`config.mk`:
```
export PLATFORM = sky130hd
export DESIGN_NAME = var_cell
export DESIGN_NICKNAME = d
export VERILOG_FILES = /design/src/rtl/sat_pkg.sv /design/src/rtl/imp_collect.sv /design/src/rtl/var_cell.sv
export SDC_FILE = /design/constraint.sdc
export NUM_CORES = 1
export LEC_CHECK = 0
export ABC_AREA = 1
export CAP_MARGIN = 20
export CORE_MARGIN = 2
export CORE_UTILIZATION = 44
export DETAILED_ROUTE_END_ITERATION = 7
export PLACE_DENSITY = 0.86
export SLEW_MARGIN = 20
export SYNTH_ARGS = -nofsm -noshare
export SYNTH_HDL_FRONTEND = slang
export SYNTH_HIERARCHICAL = 1
export SYNTH_SLANG_ARGS = --single-unit
```
`constraint.sdc`:
```
create_clock -name clk -period 3.5 [get_ports clk]
set_input_delay 1.05 -clock clk [delete_from_list [all_inputs] [get_ports clk]]
set_output_delay 1.05 -clock clk [all_outputs]
set_load 0.03 [all_outputs]
```
`src/rtl/sat_pkg.sv`:
```
// sat_pkg: shared SAT literal value and variable state types plus var_value packing.
// Types:    lit_val_t   2-bit literal value (FREE/FALSE/TRUE/CONFLICT), matches lit cell var_value[2:1]
//           var_state_t variable cell FSM state
// Function: pack_var_value(value, implied) -> {value[1:0], implied}
package sat_pkg;
    typedef enum logic [1:0] {
        LV_FREE     = 2'd0,
        LV_FALSE    = 2'd1,
        LV_TRUE     = 2'd2,
        LV_CONFLICT = 2'd3
    } lit_val_t;

    typedef enum logic [1:0] {
        ST_FREE,
        ST_ASSIGNED,
        ST_CONFLICT
    } var_state_t;

    function automatic logic [2:0] pack_var_value(input lit_val_t value, input logic implied);
        return {value, implied};
    endfunction
endpackage

```
`src/rtl/imp_collect.sv`:
```
// imp_collect: reduces per-lit implication requests to polarity flags and lowest-index reasons.
// Macro:  REASON_TRACK_EN adds the reason outputs (priority encoders); absent, only polarity flags exist.
// Ports:  imp_req_i  [NUM_LITS] per-lit request
//         imp_val_i  [NUM_LITS] per-lit requested value (1=true)
//         any_true_o / any_false_o  some lit requests true / false
//         reason_true_o / reason_false_o / reason_any_o  lowest requesting lit of each kind (macro only)
module imp_collect #(
    parameter int NUM_LITS = 8,
    parameter int RW = (NUM_LITS > 1) ? $clog2(NUM_LITS) : 1
) (
    input  logic [NUM_LITS-1:0] imp_req_i,
    input  logic [NUM_LITS-1:0] imp_val_i,
    output logic                any_true_o,
`ifdef REASON_TRACK_EN
    output logic [RW-1:0]       reason_true_o,
    output logic [RW-1:0]       reason_false_o,
    output logic [RW-1:0]       reason_any_o,
`endif
    output logic                any_false_o
);
    logic [NUM_LITS-1:0] req_t, req_f;

    assign req_t       = imp_req_i & imp_val_i;
    assign req_f       = imp_req_i & ~imp_val_i;
    assign any_true_o  = |req_t;
    assign any_false_o = |req_f;

`ifdef REASON_TRACK_EN
    // Scanning from the top down leaves the lowest set index as the result.
    function automatic logic [RW-1:0] lowest(input logic [NUM_LITS-1:0] v);
        lowest = '0;
        for (int i = NUM_LITS - 1; i >= 0; i--)
            if (v[i]) lowest = RW'(i);
    endfunction

    assign reason_true_o  = lowest(req_t);
    assign reason_false_o = lowest(req_f);
    assign reason_any_o   = lowest(imp_req_i);
`endif
endmodule

```
`src/rtl/var_cell.sv`:
```
// var_cell: variable-side end of the lit interface; holds value, level and implied flag of one SAT variable.
// Macro:  REASON_TRACK_EN registers the lowest-index implying lit on reason_o; absent, reason_o is 0.
// Ports:  clk, rst (async, active low)
//         wr_i/wr_value_i/wr_level_i       host load
//         cur_level_i                      current decision level
//         decide_i/decide_phase_i          decision strobe and phase (1=true)
//         imp_req_i/imp_val_i              per-lit implication requests
//         backtrack_i/bkt_level_i          backtrack strobe and target level
//         var_value_o {value,implied}, level_o, conflict_o, assigned_o (FREE->ASSIGNED pulse), reason_o
module var_cell
    import sat_pkg::*;
#(
    parameter int NUM_LITS = 8,
    parameter int LVL_W = 8,
    parameter int RW = (NUM_LITS > 1) ? $clog2(NUM_LITS) : 1
) (
    input  logic                clk,
    input  logic                rst,
    input  logic                wr_i,
    input  logic [1:0]          wr_value_i,
    input  logic [LVL_W-1:0]    wr_level_i,
    input  logic [LVL_W-1:0]    cur_level_i,
    input  logic                decide_i,
    input  logic                decide_phase_i,
    input  logic [NUM_LITS-1:0] imp_req_i,
    input  logic [NUM_LITS-1:0] imp_val_i,
    input  logic                backtrack_i,
    input  logic [LVL_W-1:0]    bkt_level_i,
    output logic [2:0]          var_value_o,
    output logic [LVL_W-1:0]    level_o,
    output logic                conflict_o,
    output logic                assigned_o,
    output logic [RW-1:0]       reason_o
);
    var_state_t       state_q, state_d;
    lit_val_t         value_q, value_d;
    logic [LVL_W-1:0] level_q, level_d;
    logic             implied_q, implied_d;
    logic             assigned_q, assigned_d;
    logic             any_true, any_false;
    logic [RW-1:0]    rsn_t, rsn_f, rsn_any;
    logic [RW-1:0]    reason_q, reason_d;

    imp_collect #(.NUM_LITS(NUM_LITS), .RW(RW)) u_collect (
        .imp_req_i      (imp_req_i),
        .imp_val_i      (imp_val_i),
        .any_true_o     (any_true),
`ifdef REASON_TRACK_EN
        .reason_true_o  (rsn_t),
        .reason_false_o (rsn_f),
        .reason_any_o   (rsn_any),
`endif
        .any_false_o    (any_false)
    );

`ifndef REASON_TRACK_EN
    assign rsn_t   = '0;
    assign rsn_f   = '0;
    assign rsn_any = '0;
`endif

    always_comb begin
        state_d    = state_q;
        value_d    = value_q;
        level_d    = level_q;
        implied_d  = implied_q;
        assigned_d = 1'b0;
        reason_d   = reason_q;
        if (wr_i) begin
            value_d   = lit_val_t'(wr_value_i);
            level_d   = wr_level_i;
            implied_d = 1'b0;
            reason_d  = '0;
            state_d   = (wr_value_i == LV_FREE)     ? ST_FREE :
                        (wr_value_i == LV_CONFLICT) ? ST_CONFLICT : ST_ASSIGNED;
        end else if (backtrack_i) begin
            if (state_q == ST_CONFLICT || (state_q == ST_ASSIGNED && level_q > bkt_level_i)) begin
                state_d   = ST_FREE;
                value_d   = LV_FREE;
                level_d   = '0;
                implied_d = 1'b0;
                reason_d  = '0;
            end
        end else if (state_q == ST_FREE) begin
            if (decide_i) begin
                state_d    = ST_ASSIGNED;
                value_d    = decide_phase_i ? LV_TRUE : LV_FALSE;
                level_d    = cur_level_i;
                implied_d  = 1'b0;
                assigned_d = 1'b1;
                reason_d   = '0;
            end else if (any_true && any_false) begin
                state_d   = ST_CONFLICT;
                value_d   = LV_CONFLICT;
                level_d   = cur_level_i;
                implied_d = 1'b0;
                reason_d  = rsn_any;
            end else if (any_true || any_false) begin
                state_d    = ST_ASSIGNED;
                value_d    = any_true ? LV_TRUE : LV_FALSE;
                level_d    = cur_level_i;
                implied_d  = 1'b1;
                assigned_d = 1'b1;
                reason_d   = any_true ? rsn_t : rsn_f;
            end
        end else if (state_q == ST_ASSIGNED) begin
            // Only a request against the held value matters; the level is kept.
            if (value_q == LV_TRUE ? any_false : any_true) begin
                state_d   = ST_CONFLICT;
                value_d   = LV_CONFLICT;
                implied_d = 1'b0;
                reason_d  = (value_q == LV_TRUE) ? rsn_f : rsn_t;
            end
        end
    end

    always_ff @(posedge clk or negedge rst) begin
        if (!rst) begin
            state_q    <= ST_FREE;
            value_q    <= LV_FREE;
            level_q    <= '0;
            implied_q  <= 1'b0;
            assigned_q <= 1'b0;
        end else begin
            state_q    <= state_d;
            value_q    <= value_d;
            level_q    <= level_d;
            implied_q  <= implied_d;
            assigned_q <= assigned_d;
        end
    end

`ifdef REASON_TRACK_EN
    always_ff @(posedge clk or negedge rst) begin
        if (!rst) reason_q <= '0;
        else      reason_q <= reason_d;
    end
    assign reason_o = reason_q;
`else
    assign reason_q = '0;
    assign reason_o = '0;
`endif

    assign var_value_o = pack_var_value(value_q, implied_q);
    assign level_o     = level_q;
    assign conflict_o  = (state_q == ST_CONFLICT);
    assign assigned_o  = assigned_q;
endmodule

```
==> flow_metrics.env <==
export IMPL_clkSinkCount=14
export IMPL_cts_hold_fix_buffers=0
export IMPL_crit_path_top_delay_cell="sky130_fd_sc_hd__clkdlybuf4s50_1"
export IMPL_place_gp_congestion=0.8891
export IMPL_fraction_of_the_yosys_area_taken_by_sequential_cells_pct=26.92
export IMPL_cts_buffers_inserted=3
export IMPL_starting_density_of_the_core_pct=46.78
export IMPL_internal_power_consumption_uw=401.9
export IMPL_drt_iter0_drc=45
export IMPL_synth_seq_cells=14
export IMPL_cts_buffer_depth=2
export IMPL_p_seq_share_pct=32.7
export IMPL_route_detailed_drc=0
export IMPL_min_period_ns=2.734
export IMPL_maxClockFrequency_mhz=365.8
export IMPL_fp_row_count=19
export IMPL_die_area_sq_um=3408
export IMPL_unrepaired_setup_endpoints_after_global_routing="no"
export IMPL_route_detailed_vias_per_inst=4.732
export IMPL_drtAntennaViolNets=0
export IMPL_critical_path_max_fanout=5
export IMPL_ff2ff_path_depth=10
export IMPL_run_status="finished, final reports clean"
export IMPL_antenna_cells=0
export IMPL_endpoint_kind="output port"
export IMPL_cts_htree_levels=1
export IMPL_finalInstanceArea_sq_um=1941
export IMPL_grt_first_pass_wirelength_microns=4740
export IMPL_worst_slew_margin_rel_pct=59.58
export IMPL_io_buffers=60
export IMPL_maximum_number_of_pins_on_one_net_before_global_route_repair=16
export IMPL_timing_final_crit_share_pct=78.11
export IMPL_first_pass_iters=4
export IMPL_post_cts_setup_buffers=0
export IMPL_clock_power_share_pct=17.6
export IMPL_worstHoldPathCells=2
export IMPL_slew_violations=0
export IMPL_synth_warning_count=6
export IMPL_synthCells=193
export IMPL_cts_root_buf="sky130_fd_sc_hd__clkbuf_4"
export IMPL_final_fill_count=253
export IMPL_worstSkewPairLatency_ns=0.28
export IMPL_design_final_nets=315
export IMPL_cp_cell_sequence="nor2_1 > clkdlybuf4s50_1"
export IMPL_critical_path_source_type="flip-flop"
export IMPL_detailedPlacementHpwl_microns=2484
export IMPL_report_final_setup_viol=0
export IMPL_total_leakage_power_nw=1.038
export IMPL_ys_async_rst_share_pct=100.0
export IMPL_final_setup_tns_ns=0
export IMPL_worst_slew_pin_transition_ns=0.6045
export IMPL_vdd_ir_drop_max_uv=236.4
export IMPL_preCtsSetupSlack_ns=0.6548
export IMPL_layout_area_overhead_vs_synth_pct=49.13
export IMPL_crit_path_max_incr_delay_ns=0.72
export IMPL_syn_mean_instance_area_sq_um=6.742
export IMPL_comb_power_share_pct=49.6
export IMPL_fp_dieW_microns=58.38
export IMPL_cts_tree="done"
export IMPL_dr_total_vias=1344
export IMPL_power_switching_share_pct=38.87
export IMPL_hold_viol_final=0
export IMPL_worst_path_required_ns=2.45
export IMPL_cp_arrival_ns=1.68
export IMPL_power_switching_uw=255.6
export IMPL_path_buf_inv=1
export IMPL_placed_area_sq_um=1904
export IMPL_critical_path_top_delay_family="buffers and inverters"
export IMPL_drive_above_1_share_pct=5.534
export IMPL_skew_ns=0.004599
export IMPL_grt_usage_pct=17.62
export IMPL_post_cts_resized_instances=0
export IMPL_postRouteWirelength_microns=2875
export IMPL_synth_edff_count=0
export IMPL_crit_type="reg2out"
export IMPL_synthDistinctLibCells=23
export IMPL_initial_antenna_violation_count=0
export IMPL_detail_route_wl_per_cell_microns=10.12
export IMPL_hold_class="reg2reg"
export IMPL_via_count_of_the_first_global_routing_pass=1176
export IMPL_power_per_cell_area_nw_per_um2=338.8
export IMPL_crit_cells=2
export IMPL_fp_dieH_microns=58.38
export IMPL_final_seq_area_sq_um=350.3
export IMPL_finalWorstSetupSlack_ns=0.7662
export IMPL_io_pin_count=64
export IMPL_dominantRegCellSynth="sky130_fd_sc_hd__dfrtp_1"
export IMPL_max_cap_violations=0
export IMPL_clk_transition_reported_paths_ns=0.08
export IMPL_placeableCoreArea_sq_um=2781
export IMPL_grt_overflow_total=0
export IMPL_syn_cell_area_sq_um=1301
export IMPL_multi_input_area_sq_um=802.0
Yosys cell counts, types with 2 or more instances:
master / count / share of area, %
sky130_fd_sc_hd__a21oi_1: 5 / 1.9
sky130_fd_sc_hd__buf_2: 2 / 0.77
sky130_fd_sc_hd__nand2_1: 72 / 21
sky130_fd_sc_hd__nand3_1: 15 / 5.8
sky130_fd_sc_hd__nand2_2: 2 / 0.96
sky130_fd_sc_hd__inv_1: 28 / 8.1
sky130_fd_sc_hd__nor2_1: 12 / 3.5
sky130_fd_sc_hd__a22o_1: 9 / 6.1
sky130_fd_sc_hd__nand2_4: 2 / 1.7
sky130_fd_sc_hd__buf_4: 4 / 2.3
sky130_fd_sc_hd__o21ai_1: 2 / 0.77
sky130_fd_sc_hd__dfrtp_1: 14 / 27
sky130_fd_sc_hd__o21ai_0: 4 / 1.5
sky130_fd_sc_hd__ha_1: 13 / 13
power groups by stage:
stage	logic, mW	clock network, mW	registers [mW]
floorplan	0.153	0	0.256
global placement	0.322	0	0.217
detailed placement	0.327	0	0.218
CTS	0.329	0.117	0.215
global route	0.363	0.125	0.218
finish	0.326	0.116	0.215
state kept, by name (all words and copies together) (netlist names):
| signal | flops |
|---|---|
| level_o | 8 |
| state_q | 2 |
| value_q | 2 |
| assigned_o | 1 |
| implied_q | 1 |
path summary, 6_finish.rpt:
kind,start,endpoint,slack (ns)
min reg2reg,implied_q,implied_q,0.48
max reg2reg,level_o[7],level_o[5],1.80
max in group asynchronous,rst,level_o[0],1.97
max,state_q[0],conflict_o,0.77
min,implied_q,implied_q,0.48
min in group asynchronous,rst,state_q[1],1.14
worst min-delay path, stage by stage, from the launching register on:
cell	delay [ns]
sky130_fd_sc_hd__dfrtp_1	0.35
sky130_fd_sc_hd__nand2_1	0.05
sky130_fd_sc_hd__nand2_1	0.05
layer usage:
layer / track usage (%) / wire, microns / vias to the layer above / share of wire, %
met3: 0.8791 / 157 / 4 / 5.5
li1: - / - / 723 / -
met4: 7.973 / 32 / 0 / 1.1
met5: 0 / 0 / - / 0
met2: 29.21 / 1335 / 48 / 46
met1: 23.69 / 1349 / 569 / 47
area by class of cell:
cell class / instances / area share (%)
multi-input cells: 146 / 41.33
well taps: 31 / 1.999
repair buffers: 61 / 31.33
flip-flops and latches: 14 / 18.05
clock buffers: 4 / 1.870
inverters: 28 / 5.416
through the flow:
| step | hold slack (ns) | utilization (%) | instances | power [mW] |
|---|---|---|---|---|
| floorplan | 0.4431 | - | 195 | 0.4084 |
| global placement | 0.4631 | 68.47 | 280 | 0.5395 |
| detailed placement | 0.4640 | 68.47 | 280 | 0.5455 |
| CTS | 0.4851 | 69.77 | 284 | 0.6600 |
| global route | 0.5121 | 69.77 | 284 | 0.7062 |
| finish | 0.4836 | 69.77 | 284 | 0.6575 |
cells by family (layout without fill, tap and decap cells):
kind of cell,after synthesis,in the layout,synth area share (%)
other cells,1,3,0.2882
flops,14,14,26.92
compound gates,22,22,12.12
buf+inv,35,93,12.02
simple gates,108,108,36.15
fa+ha+maj,13,13,12.50
placed cells by master (no fill, tap or decap), drive strengths merged, types with 3 or more instances in the layout:
| cell type | n |
|---|---|
| nand2 | 76 |
| clkdlybuf4s50 | 60 |
| inv | 28 |
| nand3 | 16 |
| dfrtp | 14 |
| nor2 | 14 |
| ha | 13 |
| a22o | 9 |
| a21oi | 6 |
| o21ai | 6 |
| clkbuf | 4 |
| conb | 3 |
(Power assumes the default switching activity.)
